==> src/rtl/prng_arbiter_pkg.sv <==
// prng_arbiter_pkg: PRNG widths shared with seed_expander/Trivium wrapper and the arbiter state encoding
package prng_arbiter_pkg;
  localparam int PRNG_NUM_REQ = 2;
  localparam int PRNG_SEED_W = 256;
  localparam int PRNG_DATA_W = 128;
  typedef enum logic [1:0] {
    ST_IDLE  = 2'd0,
    ST_BUSY  = 2'd1,
    ST_DRAIN = 2'd2
  } arb_state_e;
  // width of a client index, at least one bit so a single client still has a pointer
  function automatic int ptr_w(input int n);
    return (n > 1) ? $clog2(n) : 1;
  endfunction
endpackage

==> src/rtl/prng_arbiter_rr_pick.sv <==
// prng_arbiter_rr_pick: combinational round-robin picker, first request at or after ptr_i
module prng_arbiter_rr_pick
  import prng_arbiter_pkg::*;
#(
  parameter int NUM_REQ = PRNG_NUM_REQ,
  localparam int PW = ptr_w(NUM_REQ)
) (
  input  logic [NUM_REQ-1:0] req_i,
  input  logic [PW-1:0]      ptr_i,
  output logic [NUM_REQ-1:0] gnt_o,
  output logic [PW-1:0]      idx_o
);
  logic [2*NUM_REQ-1:0] rot_dbl, gnt_dbl;
  logic [NUM_REQ-1:0] rot, first;
  // rotate ptr_i down to bit 0, keep the lowest set bit, rotate it back
  always_comb begin
    rot_dbl = {req_i, req_i} >> ptr_i;
    rot = rot_dbl[NUM_REQ-1:0];
    first = rot & (-rot);
    gnt_dbl = {first, first} << ptr_i;
    gnt_o = gnt_dbl[2*NUM_REQ-1:NUM_REQ];
  end
  // binary index of the chosen client
  always_comb begin
    idx_o = '0;
    for (int i = 0; i < NUM_REQ; i++) idx_o = gnt_o[i] ? PW'(i) : idx_o;
  end
endmodule

==> src/rtl/prng_arbiter.sv <==
// prng_arbiter: round-robin, session-locked sharing of one Trivium PRNG among NUM_REQ clients
module prng_arbiter
  import prng_arbiter_pkg::*;
#(
  parameter int NUM_REQ = PRNG_NUM_REQ,
  parameter int SEED_W  = PRNG_SEED_W,
  parameter int DATA_W  = PRNG_DATA_W
) (
  input  logic                      clk,
  input  logic                      rst,
  input  logic [NUM_REQ-1:0]        req,
  output logic [NUM_REQ-1:0]        gnt,
  input  logic [NUM_REQ*SEED_W-1:0] c_seed,
  input  logic [NUM_REQ-1:0]        c_reseed,
  output logic [NUM_REQ-1:0]        c_reseed_ack,
  input  logic [NUM_REQ-1:0]        c_rdi_ready,
  output logic [NUM_REQ-1:0]        c_rdi_valid,
  output logic [DATA_W-1:0]         c_rdi_data,
  output logic [SEED_W-1:0]         seed,
  output logic                      reseed,
  input  logic                      reseed_ack,
  output logic                      rdi_ready,
  input  logic                      rdi_valid,
  input  logic [DATA_W-1:0]         rdi_data,
  output logic                      busy
);
  localparam int PW = ptr_w(NUM_REQ);
  arb_state_e state_q;
  logic [NUM_REQ-1:0] gnt_q, pick;
  logic [PW-1:0] rr_ptr_q, owner_q, pick_idx, next_ptr;
  logic pend_rdi_q, pend_rdi_d, pend_rs_q, pend_rs_d, owner_req, fwd_en;
  prng_arbiter_rr_pick #(.NUM_REQ(NUM_REQ)) u_pick (
    .req_i (req),
    .ptr_i (rr_ptr_q),
    .gnt_o (pick),
    .idx_o (pick_idx)
  );
  assign gnt = gnt_q;
  assign busy = state_q != ST_IDLE;
  assign c_reseed_ack = gnt_q & {NUM_REQ{reseed_ack}};
  assign c_rdi_valid = gnt_q & {NUM_REQ{rdi_valid}};
  assign c_rdi_data = (|gnt_q) ? rdi_data : '0;
  assign next_ptr = (owner_q == PW'(NUM_REQ-1)) ? '0 : owner_q + PW'(1);
  // owner's seed always visible; new handshakes only open while BUSY, never in DRAIN
  always_comb begin
    seed = '0;
    for (int i = 0; i < NUM_REQ; i++) seed = gnt_q[i] ? c_seed[i*SEED_W +: SEED_W] : seed;
    fwd_en = state_q == ST_BUSY;
    owner_req = |(req & gnt_q);
    reseed = fwd_en & |(c_reseed & gnt_q);
    rdi_ready = fwd_en & |(c_rdi_ready & gnt_q);
  end
  // in-flight tracking; a response in the same cycle as its request leaves nothing pending
  always_comb begin
    pend_rdi_d = rdi_valid ? 1'b0 : (rdi_ready | pend_rdi_q);
    pend_rs_d = reseed_ack ? 1'b0 : (reseed | pend_rs_q);
  end
  // session FSM: grant on IDLE, end on owner release, drain outstanding handshakes first
  always_ff @(posedge clk) begin
    if (rst) begin
      state_q <= ST_IDLE;
      gnt_q <= '0;
      owner_q <= '0;
      rr_ptr_q <= '0;
      pend_rdi_q <= 1'b0;
      pend_rs_q <= 1'b0;
    end else begin
      pend_rdi_q <= pend_rdi_d;
      pend_rs_q <= pend_rs_d;
      if (state_q == ST_IDLE) begin
        if (|req) begin
          state_q <= ST_BUSY;
          gnt_q <= pick;
          owner_q <= pick_idx;
        end
      end else if (state_q == ST_BUSY && !owner_req && (pend_rdi_d || pend_rs_d)) begin
        state_q <= ST_DRAIN;
      end else if ((state_q != ST_BUSY || !owner_req) && !pend_rdi_d && !pend_rs_d) begin
        state_q <= ST_IDLE;
        gnt_q <= '0;
        rr_ptr_q <= next_ptr;
      end
    end
  end
endmodule

==> config.mk <==
export PLATFORM = sky130hd
export DESIGN_NAME = prng_arbiter
export DESIGN_NICKNAME = d
export VERILOG_FILES = /design/src/rtl/prng_arbiter_pkg.sv /design/src/rtl/prng_arbiter_rr_pick.sv /design/src/rtl/prng_arbiter.sv
export SDC_FILE = /design/constraint.sdc
export NUM_CORES = 1
export LEC_CHECK = 0
export ABC_CLOCK_PERIOD_IN_PS = 1700
export BUFFER_PORTS_ARGS = -buffer_cell sky130_fd_sc_hd__buf_2
export CORE_AREA = 4 4 409 411
export DETAILED_ROUTE_END_ITERATION = 10
export DIE_AREA = 0 0 413 415
export SLEW_MARGIN = 10
export SYNTH_ARGS = -nofsm -noshare
export SYNTH_HDL_FRONTEND = slang
export SYNTH_HIERARCHICAL = 1
export SYNTH_SLANG_ARGS = --single-unit
==> constraint.sdc <==
create_clock -name clk -period 1.7 [get_ports clk]
set_clock_uncertainty 0.05 [all_clocks]
set_input_delay 0.17 -clock clk [delete_from_list [all_inputs] [get_ports clk]]
set_output_delay 0.17 -clock clk [all_outputs]
set_load 0.005 [all_outputs]
==> metrics.md <==
| Metric | Value |
|---|---|
| Synth top area cells | a22o_1 (59%), nor2b_1 (19%), dfxtp_1 (4.2%) |
| Setup_tns | -37.40 ns |
| Status | finished, violations left |
| Tot GR Track Use | a little under a fifth |
| Slew margin rel. | ~69% |
| PD cells | ~420 nW/um^2 |
| Synthesized area per cell | 7.54 um^2 |
| # placed instances | approximately 3700 |
| Area Overhead vs Synth | 296% |
| Crit start category | register |
| Peak VDD IR | between 200 and 250 uV |
| WL per Instance | ~43 um |
| Failing checks | setup timing |
| IO buf count | 1042 |
| Clock transition at the registers of the reported paths | roughly 0.040 ns |
| CTS tree | done |
| Arrival time worst endpoint | about 1.7 ns |
| Detailed Route WL | 166 mm |
| CP max FO | 7 |
| Power, Total | 6.34 mW |
| Placer Congestion | 1.19 |
| Worst-skew pair later-pin latency | 0.24 ns |
| Clock Sinks | 8 |
| Setup violations, final | around 360 |
| Vias | about 12000 |
| Row count | between 100 and 150 |
| Worst Tran Pin Value | ~0.46 ns |
| Placed standard-cell area | 13000 um^2 |
| Drt via density | 3.02 |
| Total CTS buffers | 3 |
| Finished Cell Area | 15200 um^2 |
| Worst Path Buf+Inv | 5 |
| Vias in the first global route | between 10000 and 15000 |
| Slew Limit Fails | 0 |
| Most frequent cells in the layout | buf_2 (849), a22o_1 (211), nor2b_1 (108), buf_6 (102), buf_12 (78) |
| DRC violations left | 0 |
| Post-layout util | about 9.3% |
| Depth of the CTS H-tree | 1 |
| Layout cells sized above 1 | between 70% and 80% |
| Die width | 413 um |
| Final Hold Fails | 0 |
| Yosys reg bits | 8 |
| WHS Path Cells | 2 |
| Mapped cell area | ~3800 um^2 |
| Die area | about 170000 um^2 |
| Async S/R FF share, synth | 0% |
| Hold WS | 0.243 ns |
| Tmin final | ~1.9 ns |
| CP endpoint kind | primary output |
| Distinct cells, synth | 28 |
| Grt ovf | 0 |
| Crit path max-delay family | buffers and inverters |
| Fmax | approximately 520 MHz |
| Reg2Reg Setup Slack | 0 ns |
| Pleak | between 7 and 8 nW |
| Reg2Reg Depth | 5 |
| Core Area | 164000 um^2 |
| DP HPWL | ~160 mm |
| Dpl ws | -0.111 ns |
| Pre-Repair DR Iteration Count | 6 |
| Kind of critical path | reg -> out |
| Syn Inst Count | around 510 |
| Max incr delay on CP | approximately 0.37 ns |
| Top cell type by total area after synthesis | a22o_1 |
| Period utilization | 112% |
| Die Span Y | 415 um |
| Post-synth EDFFs | 0 |
| Crit. path cell count | 7 |
| Starting density of the core | under 10% |
| Maxcap violations | 0 |
| Global-route wire length before repair | between 150 and 200 mm |
| Nets | between 2000 and 2500 |
| PnR worst setup slack | -0.212 ns |
| Clk buf depth | 2 |
| Post-route insts no fill | approximately 3800 |
| Hold Path Class | in -> reg |
| RSZ-0062 raised after global routing | true |
| Synthesis Warnings | 6 |
| Syn_nets | between 1000 and 1500 |
| Commonest non-fill, non-tap cell in the layout | buf_2 |
| Post-synth top flop | dfxtp_1 |
| Critical Path, Cell by Cell | nor2b_4 -> buf_12 -> buf_16 -> buf_12 -> buf_6 -> a22o_1 -> buf_6 |
| Required @ worst endpoint | around 1.5 ns |
| Final ANT Viol Nets | 0 |
| Fillers | around 19000 |
| Root cell of the clock tree | clkbuf_16 |
| Antenna violations before repair | between 300 and 400 |
| Largest net degree at the start of global routing | 58 |
| Seq/Total Area, Yosys | approximately 4.2% |
| Synth top area share | around 60% |
| # IOs | approximately 1000 |
| Number of DRC markers in iteration 0 | 1115 |
| Worst path slowest cell | dfxtp_4 |
==> path summary, 6_finish.rpt <==
check                                     startpoint               endpoint
worst min-delay path                             rst  pend_rdi_q$_SDFF_PP0_
worst max-delay path             gnt[1]$_SDFFE_PP0P_              seed[164]
worst max register to register   gnt[0]$_SDFFE_PP0P_  rr_ptr_q$_SDFFE_PP0P_
worst min register to register  owner_q$_SDFFE_PP0P_   owner_q$_SDFFE_PP0P_
==> layer usage <==
layer / GRT usage (%) / routed length, um / up-vias / part of all wire [%]
met5: 1.53 / 1620 / - / 0.98
met4: 2.54 / 4510 / 196 / 2.7
met3: 13.1 / 25800 / 568 / 16
met2: 32.9 / 82000 / 1292 / 49
met1: 16.9 / 52000 / 5255 / 31
li1: - / - / 4242 / -
==> synth_stat cells, drive strengths merged, types with 2 or more instances <==
cell type    n
a22o       256
nor2b      116
clkbuf      42
buf         32
and2b       16
dfxtp        8
nor2         6
and2         4
inv          4
a22oi        3
nand2b       3
a21boi       2
a21oi        2
nand3b       2
nor3         2
o31ai        2
o32ai        2
==> power by group <==
group	total [mW]	internal, mW	switching (mW)
sequential	0.212	0.200	0.0124
clock	0.416	0.313	0.103
combinational	5.71	2.73	2.99
total	6.34	3.24	3.10
==> timing repair <==
action	4_1_cts	5_1_grt
gates resized for setup	268	54
gates cloned	11	7
hold buffers	0	0
pin swaps	20	14
endpoints found under the setup margin	371	381
setup buffers	13	4
==> final cells by class <==
class,count,area (um^2),area share (%)
well taps,2189,2740,18.0
flip-flops and latches,8,165,1.09
inverters,4,15.0,0.0989
clock buffers,4,78.8,0.519
multi-input cells,422,3800,25.0
repair buffers,1121,8180,53.9
diodes,83,208,1.37
==> state kept, by name, summed over array words and instances (netlist names) <==
signal and cells:
rr_ptr_q 1, gnt 2, state_q 2, owner_q 1
pend_rdi_q 1, pend_rs_q 1
==> cell families (layout without fill, tap and decap cells) <==
| group | after synthesis | in the layout | share of synthesized area, % |
|---|---|---|---|
| AO/OA/AOI/OAI | 269 | 269 | 61.4 |
| AND/OR/NAND/NOR | 151 | 151 | 24.8 |
| buffers and inverters | 78 | 1129 | 8.91 |
| flip-flops | 8 | 8 | 4.18 |
| multiplexers | 2 | 2 | 0.653 |
| other | 0 | 83 | 0 |
No activity file was read; power rests on OpenSTA's default activity.
